[src/rtl/wave_pkg.sv]
// Shared constants, command field encoding and FSM states for wave_param_ctrl.
// WAVE_SWEEP_EN adds the per-channel sweep step field (field 4).
package wave_pkg;

    localparam int DW = 16;

    localparam logic [2:0] FIELD_AMP    = 3'd0;
    localparam logic [2:0] FIELD_OFFSET = 3'd1;
    localparam logic [2:0] FIELD_PHASE  = 3'd2;
    localparam logic [2:0] FIELD_COMMIT = 3'd3;
    localparam logic [2:0] FIELD_STEP   = 3'd4;

    typedef enum logic [1:0] {
        ST_IDLE  = 2'd0,
        ST_ARMED = 2'd1,
        ST_APPLY = 2'd2
    } wave_state_e;

    // Fields that land in a channel's shadow bank; everything else except commit is ignored.
    function automatic logic is_shadow_field(input logic [2:0] field);
`ifdef WAVE_SWEEP_EN
        return (field == FIELD_AMP) || (field == FIELD_OFFSET) ||
               (field == FIELD_PHASE) || (field == FIELD_STEP);
`else
        return (field == FIELD_AMP) || (field == FIELD_OFFSET) ||
               (field == FIELD_PHASE);
`endif
    endfunction

endpackage

[src/rtl/wave_chan_regs.sv]
// One channel's shadow and active parameter banks; active values load as a group on 'load'.
// With WAVE_SWEEP_EN the active phaseword advances by the active step on 'tick'.
module wave_chan_regs
#(
    parameter int DW = 16
) (
    input  logic          clk,
    input  logic          reset,
    input  logic          wr_en,
    input  logic [2:0]    wr_field,
    input  logic [DW-1:0] wr_data,
    input  logic          load,
    input  logic          tick,
    output logic [DW-1:0] amp,
    output logic [DW-1:0] offset,
    output logic [DW-1:0] phase
);
    import wave_pkg::*;

    logic [DW-1:0] sh_amp_q, sh_off_q, sh_ph_q;
    logic [DW-1:0] act_amp_q, act_off_q, act_ph_q, act_ph_d;

    always_ff @(posedge clk or negedge reset) begin
        if (!reset) begin
            sh_amp_q <= '0;
            sh_off_q <= '0;
            sh_ph_q  <= '0;
        end else if (wr_en) begin
            case (wr_field)
                FIELD_AMP:    sh_amp_q <= wr_data;
                FIELD_OFFSET: sh_off_q <= wr_data;
                FIELD_PHASE:  sh_ph_q  <= wr_data;
                default: ;
            endcase
        end
    end

`ifdef WAVE_SWEEP_EN
    logic [DW-1:0] sh_step_q, act_step_q;

    always_ff @(posedge clk or negedge reset) begin
        if (!reset) begin
            sh_step_q  <= '0;
            act_step_q <= '0;
        end else begin
            if (wr_en && (wr_field == FIELD_STEP)) sh_step_q <= wr_data;
            if (load) act_step_q <= sh_step_q;
        end
    end

    // A load cycle takes priority over a sweep step; the sum wraps modulo 2^DW.
    always_comb begin
        act_ph_d = act_ph_q;
        if (load) begin
            act_ph_d = sh_ph_q;
        end else if (tick) begin
            act_ph_d = act_ph_q + act_step_q;
        end
    end
`else
    logic unused_tick;
    assign unused_tick = tick;

    always_comb begin
        act_ph_d = act_ph_q;
        if (load) act_ph_d = sh_ph_q;
    end
`endif

    always_ff @(posedge clk or negedge reset) begin
        if (!reset) begin
            act_amp_q <= '0;
            act_off_q <= '0;
            act_ph_q  <= '0;
        end else begin
            if (load) begin
                act_amp_q <= sh_amp_q;
                act_off_q <= sh_off_q;
            end
            act_ph_q <= act_ph_d;
        end
    end

    assign amp    = act_amp_q;
    assign offset = act_off_q;
    assign phase  = act_ph_q;

endmodule

[src/rtl/wave_param_ctrl.sv]
// Two-channel waveform parameter controller: shadow writes, atomic commit to active outputs.
// Optional sweep of the active phasewords is enabled with WAVE_SWEEP_EN.
module wave_param_ctrl
#(
    parameter int DW = 16
) (
    input  logic                  clk,
    input  logic                  reset,
    input  logic                  cmd_valid,
    output logic                  cmd_ready,
    input  logic                  cmd_ch,
    input  logic [2:0]            cmd_field,
    input  logic [DW-1:0]         cmd_data,
    input  logic                  sweep_tick,
    output logic [2*DW-1:0]       amps,
    output logic [2*DW-1:0]       offsets,
    output logic [2*DW-1:0]       phasewords,
    output logic                  commit_done,
    output logic                  dirty,
    output wave_pkg::wave_state_e dbg_state
);
    import wave_pkg::*;

    // Handshake: a command is taken on any rising edge where cmd_valid && cmd_ready;
    // cmd_ready is a pure function of state and drops only during the APPLY copy cycle.
    wave_state_e state_q, state_d;
    logic        commit_done_q, commit_done_d;
    logic        accept, shadow_wr, commit_cmd, apply;
    logic [DW-1:0] amp0, amp1, off0, off1, ph0, ph1;

    assign accept     = cmd_valid && cmd_ready;
    assign shadow_wr  = accept && is_shadow_field(cmd_field);
    assign commit_cmd = accept && (cmd_field == FIELD_COMMIT);
    assign apply      = (state_q == ST_APPLY);

    always_ff @(posedge clk or negedge reset) begin
        if (!reset) begin
            state_q       <= ST_IDLE;
            commit_done_q <= 1'b0;
        end else begin
            state_q       <= state_d;
            commit_done_q <= commit_done_d;
        end
    end

    always_comb begin
        state_d = state_q;
        case (state_q)
            ST_IDLE: begin
                if (commit_cmd)     state_d = ST_APPLY;
                else if (shadow_wr) state_d = ST_ARMED;
            end
            ST_ARMED: begin
                if (commit_cmd) state_d = ST_APPLY;
            end
            ST_APPLY: state_d = ST_IDLE;
            default:  state_d = ST_IDLE;
        endcase
    end

    always_comb begin
        cmd_ready     = 1'b1;
        dirty         = 1'b0;
        commit_done_d = apply;
        case (state_q)
            ST_ARMED: dirty     = 1'b1;
            ST_APPLY: cmd_ready = 1'b0;
            default: ;
        endcase
    end

    wave_chan_regs #(.DW(DW)) u_ch0 (
        .clk      (clk),
        .reset    (reset),
        .wr_en    (shadow_wr && !cmd_ch),
        .wr_field (cmd_field),
        .wr_data  (cmd_data),
        .load     (apply),
        .tick     (sweep_tick),
        .amp      (amp0),
        .offset   (off0),
        .phase    (ph0)
    );

    wave_chan_regs #(.DW(DW)) u_ch1 (
        .clk      (clk),
        .reset    (reset),
        .wr_en    (shadow_wr && cmd_ch),
        .wr_field (cmd_field),
        .wr_data  (cmd_data),
        .load     (apply),
        .tick     (sweep_tick),
        .amp      (amp1),
        .offset   (off1),
        .phase    (ph1)
    );

    assign amps        = {amp1, amp0};
    assign offsets     = {off1, off0};
    assign phasewords  = {ph1, ph0};
    assign commit_done = commit_done_q;
    assign dbg_state   = state_q;

endmodule

[config.mk]
export PLATFORM = sky130hd
export DESIGN_NAME = wave_param_ctrl
export DESIGN_NICKNAME = d
export VERILOG_FILES = /design/src/rtl/wave_pkg.sv /design/src/rtl/wave_chan_regs.sv /design/src/rtl/wave_param_ctrl.sv
export SDC_FILE = /design/constraint.sdc
export NUM_CORES = 1
export LEC_CHECK = 0
export ABC_AREA = 1
export BUFFER_PORTS_ARGS = -buffer_cell sky130_fd_sc_hd__buf_2
export CORE_MARGIN = 3
export CORE_UTILIZATION = 35
export CTS_CLUSTER_DIAMETER = 200
export DETAILED_ROUTE_END_ITERATION = 6
export MAX_ROUTING_LAYER = met4
export PLACE_DENSITY = 0.57
export SETUP_SLACK_MARGIN = 0.3
export SLEW_MARGIN = 15
export SYNTH_ARGS = -nofsm -noshare
export SYNTH_HDL_FRONTEND = slang
export SYNTH_SLANG_ARGS = --single-unit
[constraint.sdc]
create_clock -name clk -period 3.5 [get_ports clk]
set_input_delay 0.7 -clock clk [delete_from_list [all_inputs] [get_ports clk]]
set_output_delay 0.7 -clock clk [all_outputs]
set_load 0.02 [all_outputs]
==> results of run 1 <==
==> cell type report <==
class	count	area, um2	share of cell area, %
multi-input cells	567	2430	27.0
diodes	3	7.51	0.0834
clock buffers	23	458	5.09
well taps	275	344	3.82
inverters	22	82.6	0.917
flip-flops and latches	195	4880	54.2
clock inverters	8	55.1	0.611
repair buffers	136	747	8.30
==> kinds of logic after synthesis <==
family / synth area share (%)
AO/OA/AOI/OAI: 2.09
AND/OR/NAND/NOR: 29.6
buffers and inverters: 4.54
flip-flops: 63.7
==> cell usage in the layout (no fill, tap or decap) <==
cell type	netlist	layout
o21ai_0	21	21
diode_2	0	3
buf_12	0	2
nand2_1	454	454
nand3_4	4	4
clkinv_2	0	3
buf_2	23	122
nand2_2	2	2
nor2_2	1	1
clkbuf_1	18	5
nand2_4	1	1
nor3_4	1	1
clkbuf_8	0	2
clkbuf_16	0	17
dfrtp_1	195	195
nor2_8	1	1
nand4_1	64	64
inv_6	0	2
clkinvlp_4	0	3
inv_1	18	18
nor2_1	5	5
buf_4	0	11
inv_2	4	4
o21ai_1	11	11
nand3_1	2	2
==> worst register-to-register path, delay by kind of cell, from the launching register on <==
family / cells / cell delay [ns]
simple gates: 6 / 1.34
flops: 1 / 0.44
==> where the power goes <==
part	switching, mW	internal [mW]
combinational	0.966	0.471
clock	0.841	0.926
sequential	0.301	2.79
total	2.11	4.19
==> stage by stage <==
| step | total power [mW] | cells | hold slack, ns | worst slack, ns | area [um2] |
|---|---|---|---|---|---|
| 2_1_floorplan | 3.98 | 834 | 0.404 | 1.77 | 7660 |
| 3_3_place_gp | 4.57 | 1195 | 0.453 | 1.21 | 8480 |
| 3_5_place_dp | 4.59 | 1195 | 0.455 | 1.19 | 8480 |
| 4_1_cts | 6.37 | 1226 | 0.302 | 1.56 | 9000 |
| 5_1_grt | 6.67 | 1229 | 0.309 | 1.38 | 9000 |
| 6_report | 6.29 | 1229 | 0.261 | 1.57 | 9000 |
==> layer usage <==
layer	part of all wire [%]	track usage [%]	vias up
met5	0	-	-
met4	3.1	7.11	0
met3	5.1	4.70	28
met2	44	25.5	138
met1	48	25.0	2791
li1	-	-	2858
==> flip-flops by register name, indices dropped and copies added (netlist names), 16 cells and up <==
register        flops
u_ch0.sh_amp_q     16
u_ch1.offset       16
u_ch0.offset       16
u_ch0.amp          16
u_ch1.sh_ph_q      16
u_ch0.sh_ph_q      16
u_ch1.sh_off_q     16
u_ch1.amp          16
u_ch1.phase        16
u_ch0.phase        16
u_ch0.sh_off_q     16
u_ch1.sh_amp_q     16
==> worst max path at each step <==
stage	endpoint	slack [ns]
after floorplan	cmd_ready	1.77
after global placement	u_ch0.sh_ph_q[15]$_DFFE_PN0P_	1.21
after detailed placement	u_ch0.sh_ph_q[15]$_DFFE_PN0P_	1.19
after CTS	dirty	1.56
after global routing	u_ch0.sh_ph_q[3]$_DFFE_PN0P_	1.38
final	dirty	1.57
==> results.toml, run 1 <==
[yosys]
synthTopCellsByCount = "nand2_1 (454), dfrtp_1 (195), nand4_1 (64)"
synthTopCellsByArea = "dfrtp_1 (64%), nand2_1 (22%), nand4_1 (5.2%)"
synth.most_common_cell = "nand2_1"
synth_edf_count = 0
synthesis.nets = 858
yosys.area.top_type = "dfrtp_1"
synth_flop_cell = "dfrtp_1"
ys_seq_area_share_pct = 63.7
syn_area_per_cell_um2 = 9.18
async_flop_share_pct = 100
synth_cell_types = 20
synth_area_um2 = 7660
ys_seq_elements = 195
yosysWarnings = 0
synthCells = 834
yosysTopAreaCellShare_pct = 63.7

[die]
coreArea_um2 = 21300
core.rowCount = 53
die_area_um2 = 23700
start_util_pct = 36.0
io_pins = 125
fp.dieW_um = 154
die_h_um = 154

[global_routing]
grt_max_degree = 97
overflow = 0
gr-usage-all-layers_pct = 18.0
antenna_found_initial = 3
grt_pass1_wl_mm = 32.7
first_global_vias = 5633

[timing]
period_share_pct = 55.1
hold_viol_final = 0
skew_ns = 0.00703
worst_slew_pin_slew_ns = 1.03
setup_tns_ns = 0
max-slew-margin-rel_pct = 31.3
rsz0062_at_grt = "false"
min_period_ns = 1.93
final_max_slew_viol_count = 0
max_freq_mhz = 518
setup_viol = 0

[cts]
clockBufferDepth = 2
numClockSinks = 195
post_cts_buffers = 0
cts_resized = 0
ctsHoldBuffers = 0
cts_tree = "built"
cts_root_buffer = "clkbuf_16"
clk_pin_slew_ns = 0.07
cts_buffers = 17
htree_levels = 4
clkLatencyLatePin_ns = 0.43

[worst_setup_path]
cp_data_arrival_time_ns = 1.23
start_kind = "register"
slowest_delay_ns = 0.44
crit_cells = 2
r2r_end = "u_ch0.sh_ph_q[3]$_DFFE_PN0P_"
worstPathCellList = "nor2_1, buf_2"
cp_num_buf_inv = 1
crit_family = "flip-flops"
critPathMaxFanout = 5
rr_startpoint = "dbg_state[1]$_DFFE_PN0P_"
r2r_slack_ns = 1.59
crit_path_end_kind = "primary output"
r2r_cells = 6
worstSetupPathType = "reg -> out"
required_ns = 2.80
crit_path_start = "dbg_state[1]$_DFFE_PN0P_"
cpMaxStageDelayCell = "dfrtp_1"

[route]
dr.pass1.iters = 4
detail-route-antenna-nets = 0
route.detailed.drc = 0
totalWireLength_mm = 20.3
vias = 5815
via_per_inst = 4.73
wl_per_cell_um = 16.5
dr.first_iter.drc_count = 415

[hold_path]
hold_path_class = "in -> async"

[run_status]
status = "completed"

[pwr]
peakVddDrop_v = 0.000301
powerDensity_nw_per_um2 = 699
power_leakage_nw = 5.11

[placed_design]
portBuffers = 123
gp_congestion = 0.758
place_hpwl_mm = 13.0

[finish]
fillers = 2121
fin_util_pct = 42.3
drive_above_1_share_pct = 18.5
nets = 963
area_growth_syn_to_layout_pct = 17.6

[run]
cap_viol_max_count = 0
(Power assumes the default switching activity.)
==> run 2, diff against run 1 <==
==> constraint.sdc (replaced) <==
create_clock -name clk -period 1.8 [get_ports clk]
set_input_delay 0.36 -clock clk [delete_from_list [all_inputs] [get_ports clk]]
set_output_delay 0.36 -clock clk [all_outputs]
set_load 0.02 [all_outputs]
==> run 2 against run 1 <==
  * Non-clock buffer count increased by 31
  * Largest power group unchanged
  * Highest routed layer unchanged
  * Clock power increased by 130%
  * Total power up 110%
  * Critical path depth increased by 2
  * Critical endpoint is now cmd_ready
  * Count of clock-buffer cells in the layout fell by 2
==> results.toml, run 2 (synthesized netlist as in run 1, its figures left out) <==
[cts]
numClockSinks = 195
clkLatencyLatePin_ns = 0.43
cts_buffers = 17
cts_tree = "built"
clk_pin_slew_ns = 0.07
clockBufferDepth = 2
htree_levels = 4
cts_root_buffer = "clkbuf_16"

[placed_design]
dpl_cell_area_um2 = 8600
post-place-cells = 1204
gp_congestion = 0.777
portBuffers = 123
place_hpwl_mm = 13.8

[finish]
fillers = 2027
finalInstanceArea_um2 = 9830
fin_util_pct = 46.2
mostFrequentLayoutCells = "nand2_1 (421), dfrtp_1 (194), buf_2 (118), nand4_1 (64), nand2_2 (34)"
area_growth_syn_to_layout_pct = 28.3
final_common_cell = "nand2_1"
stdcell_count = 1264
drive_above_1_share_pct = 25.2
nets = 999

[timing]
period_share_pct = 88.1
setup_tns_ns = 0
final_max_slew_viol_count = 0
max-slew-margin-rel_pct = 66.3
skew_ns = 0.00937
setup_viol = 0
hold_viol_final = 0
rsz0062_at_grt = "true"
max_freq_mhz = 631
worst_slew_pin_slew_ns = 0.504
min_period_ns = 1.59

[worst_setup_path]
required_ns = 1.44
start_kind = "register"
worstSetupPathType = "reg -> out"
critPathMaxFanout = 3
cp_data_arrival_time_ns = 1.23
crit_path_end_kind = "primary output"

[global_routing]
grt_max_degree = 74
overflow = 0
grt_pass1_wl_mm = 35.5
first_global_vias = 6042
antenna_found_initial = 3
gr-usage-all-layers_pct = 20.0

[die]
die_h_um = 154
start_util_pct = 36.0
die_area_um2 = 23700
core.rowCount = 53
io_pins = 125
fp.dieW_um = 154
coreArea_um2 = 21300

[pwr]
powerDensity_nw_per_um2 = 1330
peakVddDrop_v = 0.000621
power_leakage_nw = 5.47

[route]
detail-route-antenna-nets = 0
dr.first_iter.drc_count = 550
vias = 6155
via_per_inst = 4.87
wl_per_cell_um = 18.7
totalWireLength_mm = 23.6
route.detailed.drc = 0
dr.pass1.iters = 5

[run_status]
status = "completed"

[hold_path]
hold_path_class = "in -> reg"

[run]
cap_viol_max_count = 0
==> run 2: cell count changes in the layout (fill, tap and decap cells not counted), sizes merged, moves of 3 or more <==
| cell | before | now |
|---|---|---|
| buf | 135 | 159 |
| bufbuf | 0 | 3 |
| bufinv | 0 | 4 |
| nand3 | 6 | 10 |
==> run 2: area by class of cell <==
cell class              instances  area, um2  area share (%)
inverters                      22       85.1           0.866
clock buffers                  21        460            4.68
clock inverters                 9        154            1.57
multi-input cells             572       2610            26.6
flip-flops and latches        195       4880            49.7
well taps                     275        344            3.50
diodes                          3       7.51          0.0764
repair buffers                167       1280            13.1
==> run 2: repair_timing <==
action / 4_1_cts / 5_1_grt
hold buffers: 1 / 0
pin swaps: 7 / 2
gates cloned: 8 / 4
resized for setup: 14 / 53
setup buffers: 11 / 3
hold endpoints to repair: 32 / 0
endpoints found under the setup margin: 66 / 181
==> run 2: worst paths after layout <==
kind                       cells after the start                              to                          start  slack, ns
setup / recovery                               4                       cmd_ready       dbg_state[0]$_DFFE_PN0P_       0.21
hold / removal                                 3  u_ch1.sh_amp_q[15]$_DFFE_PN0P_                   cmd_data[15]       0.25
setup reg to reg                               8   u_ch1.sh_amp_q[5]$_DFFE_PN0P_       dbg_state[1]$_DFFE_PN0P_       0.27
hold reg to reg                                2     u_ch0.offset[3]$_DFFE_PN0P_  u_ch0.sh_off_q[3]$_DFFE_PN0P_       0.47
max in group asynchronous                      3     u_ch1.offset[9]$_DFFE_PN0P_                          reset       0.78
min in group asynchronous                      2     u_ch0.phase[13]$_DFFE_PN0P_                          reset       0.41
==> run 2: worst max-delay path, stage by stage (launching register included) <==
cell and delay [ns]:
dfrtp_1 0.39, inv_2 0.08, nand2_4 0.07, buf_16 0.13, buf_8 0.12
==> run 2: report_power, final <==
part           leakage, nW  internal [mW]  switching, mW
clock network        0.295           2.39           1.64
registers             2.56           5.43          0.609
logic                 2.61           1.06           1.97
==> run 2: metrics by stage <==
step	worst slack, ns	power, mW	hold WS (ns)
final	0.215	13.1	0.247
after global routing	0.166	13.8	0.237
after CTS	0.208	13.1	0.226
after detailed placement	0.190	8.95	0.311
after global placement	0.216	8.90	0.310
after floorplan	0.369	7.73	0.0644
==> run 2: metal layers <==
| layer | wire [um] | vias to the layer above | global-route usage, % |
|---|---|---|---|
| met2 | 10800 | 192 | 29.8 |
| li1 | - | 2938 | - |
| met4 | 505 | 0 | 6.10 |
| met1 | 10700 | 2991 | 26.7 |
| met5 | 0 | - | - |
| met3 | 1580 | 34 | 5.66 |
==> run 3, diff against run 2 <==
--- a/config.mk
+++ b/config.mk
@@ -5,7 +5,6 @@
 export SDC_FILE = /design/constraint.sdc
 export NUM_CORES = 1
 export LEC_CHECK = 0
-export ABC_AREA = 1
 export BUFFER_PORTS_ARGS = -buffer_cell sky130_fd_sc_hd__buf_2
 export CORE_MARGIN = 3
 export CORE_UTILIZATION = 35
@@ -18,3 +17,4 @@
 export SYNTH_ARGS = -nofsm -noshare
 export SYNTH_HDL_FRONTEND = slang
 export SYNTH_SLANG_ARGS = --single-unit
+export TNS_END_PERCENT = 20
==> run 3 against run 2 <==
  * Non-clock buffer count is 15 lower
  * Largest power group unchanged
  * Wire length fell by 26%
  * Final cell count decreased by 17%
  * Via count fell by 21%
  * Core utilization down 1.3 points
  * Global-route usage is 3.7 points lower
  * Die area down 4.0%
  * Cell area decreased by 6.7%
==> results.toml, run 3 <==
[worst_setup_path]
crit_cells = 7
start_kind = "register"
rr_startpoint = "dbg_state[1]$_DFFE_PN0P_"
cpMaxStageDelayCell = "dfrtp_2"
crit_path_start = "dbg_state[1]$_DFFE_PN0P_"
critPathMaxFanout = 10
required_ns = 2.11
cp_num_buf_inv = 4
cp_data_arrival_time_ns = 1.95
crit_family = "buffers and inverters"
r2r_slack_ns = 0.16
r2r_end = "u_ch1.sh_ph_q[14]$_DFFE_PN0P_"
worstSetupPathType = "reg -> reg"
crit_path_end_kind = "register"
r2r_cells = 7
slowest_delay_ns = 0.45
cp-endpoint = "u_ch1.sh_ph_q[14]$_DFFE_PN0P_"
worstPathCellList = "nand2b_4, buf_8, inv_8, nor3_4, buf_6, clkbuf_16, mux2_2"

[timing]
hold_viol_final = 0
worst_slew_pin_slew_ns = 0.526
rsz0062_at_grt = "true"
setup_slack_ns = 0.158
setup_tns_ns = 0
period_share_pct = 91.2
setup_viol = 0
max-slew-margin-rel_pct = 64.9
skew_ns = 0.00838
max_freq_mhz = 609
min_period_ns = 1.64
final_max_slew_viol_count = 0

[pwr]
p_sw_mw = 3.66
p_comb_share_pct = 21.2
internal_power_mw = 8.55
seqPwrFrac_pct = 49.2
swShare_pct = 30.0
powerDensity_nw_per_um2 = 1330
power_leakage_nw = 4.86
peakVddDrop_v = 0.000552
pwr-share-clk_pct = 29.6

[global_routing]
overflow = 0
grt_pass1_wl_mm = 27.0
gr-usage-all-layers_pct = 16.2
first_global_vias = 4765
antenna_found_initial = 0
grt_max_degree = 91

[yosys]
synth_flop_cell = "dfrtp_1"
synthesis.nets = 652
synth_cell_types = 20
synth_edf_count = 0
ys_seq_area_share_pct = 66.5
syn_area_per_cell_um2 = 11.7
yosysWarnings = 0
synth.most_common_cell = "nand2_1"
synth_area_um2 = 7340
synthTopCellsByArea = "dfrtp_1 (67%), nand2_1 (15%), mux2_2 (15%)"
synthCells = 628
yosysTopAreaCellShare_pct = 66.5
yosys.area.top_type = "dfrtp_1"
synthTopCellsByCount = "nand2_1 (289), dfrtp_1 (195), mux2_2 (96)"
async_flop_share_pct = 100
ys_seq_elements = 195

[route]
wl_per_cell_um = 16.7
vias = 4884
detail-route-antenna-nets = 0
dr.pass1.iters = 4
totalWireLength_mm = 17.6
route.detailed.drc = 0
via_per_inst = 4.64
dr.first_iter.drc_count = 260

[run]
cap_viol_max_count = 0

[finish]
final_common_cell = "nand2_1"
drive_above_1_share_pct = 36.8
fin_util_pct = 44.9
fillers = 1965
n_antenna_cell = 0
mostFrequentLayoutCells = "nand2_1 (289), dfrtp_1 (193), buf_2 (121), mux2_2 (96), clkbuf_16 (18)"
area_growth_syn_to_layout_pct = 24.9
nets = 795

[cts]
cts_buffers = 17
cts_root_buffer = "clkbuf_16"
cts_tree = "built"
clockBufferDepth = 2
htree_levels = 4
clkLatencyLatePin_ns = 0.42
numClockSinks = 195
clk_pin_slew_ns = 0.07

[placed_design]
gp_congestion = 0.755
portBuffers = 123
place_hpwl_mm = 11.1
dp_slack_ns = 0.127

[die]
coreArea_um2 = 20400
die_area_um2 = 22700
io_pins = 125
fp.dieW_um = 151
core.rowCount = 52
die_h_um = 151
start_util_pct = 35.9

[run_status]
status = "completed"

[hold_path]
hold_path_class = "in -> reg"
hold_start = "cmd_field[1]"
run 3: how the worst min path moves through the flow:
stage / slack [ns] / to / cells after the start
finish: 0.24 / dbg_state[1]$_DFFE_PN0P_ / 3
detailed placement: 0.36 / u_ch0.amp[5]$_DFFE_PN0P_ / 1
CTS: 0.22 / dbg_state[1]$_DFFE_PN0P_ / 3
global route: 0.23 / dbg_state[1]$_DFFE_PN0P_ / 3
floorplan: 0.06 / commit_done$_DFF_PN0_ / 0
global placement: 0.37 / u_ch0.amp[8]$_DFFE_PN0P_ / 1
run 3: per-stage QoR:
stage               power (mW)  instances  hold WS (ns)  area (um2)
finish                    12.2       1053         0.239        9170
global route              12.9       1053         0.234        9170
CTS                       12.4       1046         0.217        9070
detailed placement        8.70       1011         0.365        8450
global placement          8.62       1011         0.365        8450
floorplan                 7.62        628        0.0644        7390
run 3: kinds of logic (layout without fill, tap and decap cells):
logic type / Yosys count / in the layout / synth area share (%)
AND/OR/NAND/NOR: 308 / 308 / 16.9
flip-flops: 195 / 195 / 66.5
multiplexers: 96 / 96 / 14.7
buffers and inverters: 29 / 184 / 1.81
run 3: layout make-up:
type | instances | area, um2 | share of cell area, %
Timing Repair Buffer | 152 | 1020 | 11.1
Clock inverter | 9 | 80.1 | 0.874
Tap cell | 270 | 338 | 3.69
Sequential cell | 195 | 4880 | 53.3
Clock buffer | 22 | 484 | 5.28
Multi-Input combinational cell | 404 | 2350 | 25.6
Inverter | 1 | 11.3 | 0.123
run 3: worst register-to-register path: stages, from the launching register on:
cell and delay (ns):
dfrtp_2 0.45, nand2b_4 0.11, buf_8 0.15, inv_8 0.06, nor3_4 0.14, buf_6 0.13
clkbuf_16 0.16, mux2_2 0.33
run 3: power groups by stage:
stage | Sequential (mW) | Combinational, mW | Clock (mW)
2_1_floorplan | 6.69 | 0.932 | 0
3_3_place_gp | 6.07 | 2.56 | 0
3_5_place_dp | 6.09 | 2.62 | 0
4_1_cts | 6.01 | 2.63 | 3.73
5_1_grt | 6.15 | 2.84 | 3.92
6_report | 6.01 | 2.59 | 3.61
run 3: layer usage:
layer,wire [um],track usage (%),share of wire (%),vias up
met3,772,3.41,4.4,16
met1,8740,23.4,50,2452
met4,192,3.90,1.1,0
met5,0,-,0,-
li1,-,-,-,2301
met2,7850,23.8,45,115
run 3: timing repair:
action	4_1_cts	5_1_grt
setup endpoints to repair	129	173
hold endpoints to repair	45	0
hold buffers	1	0
resized for setup	7	4
pin swaps	0	1
cloned	0	1
setup buffers	3	6
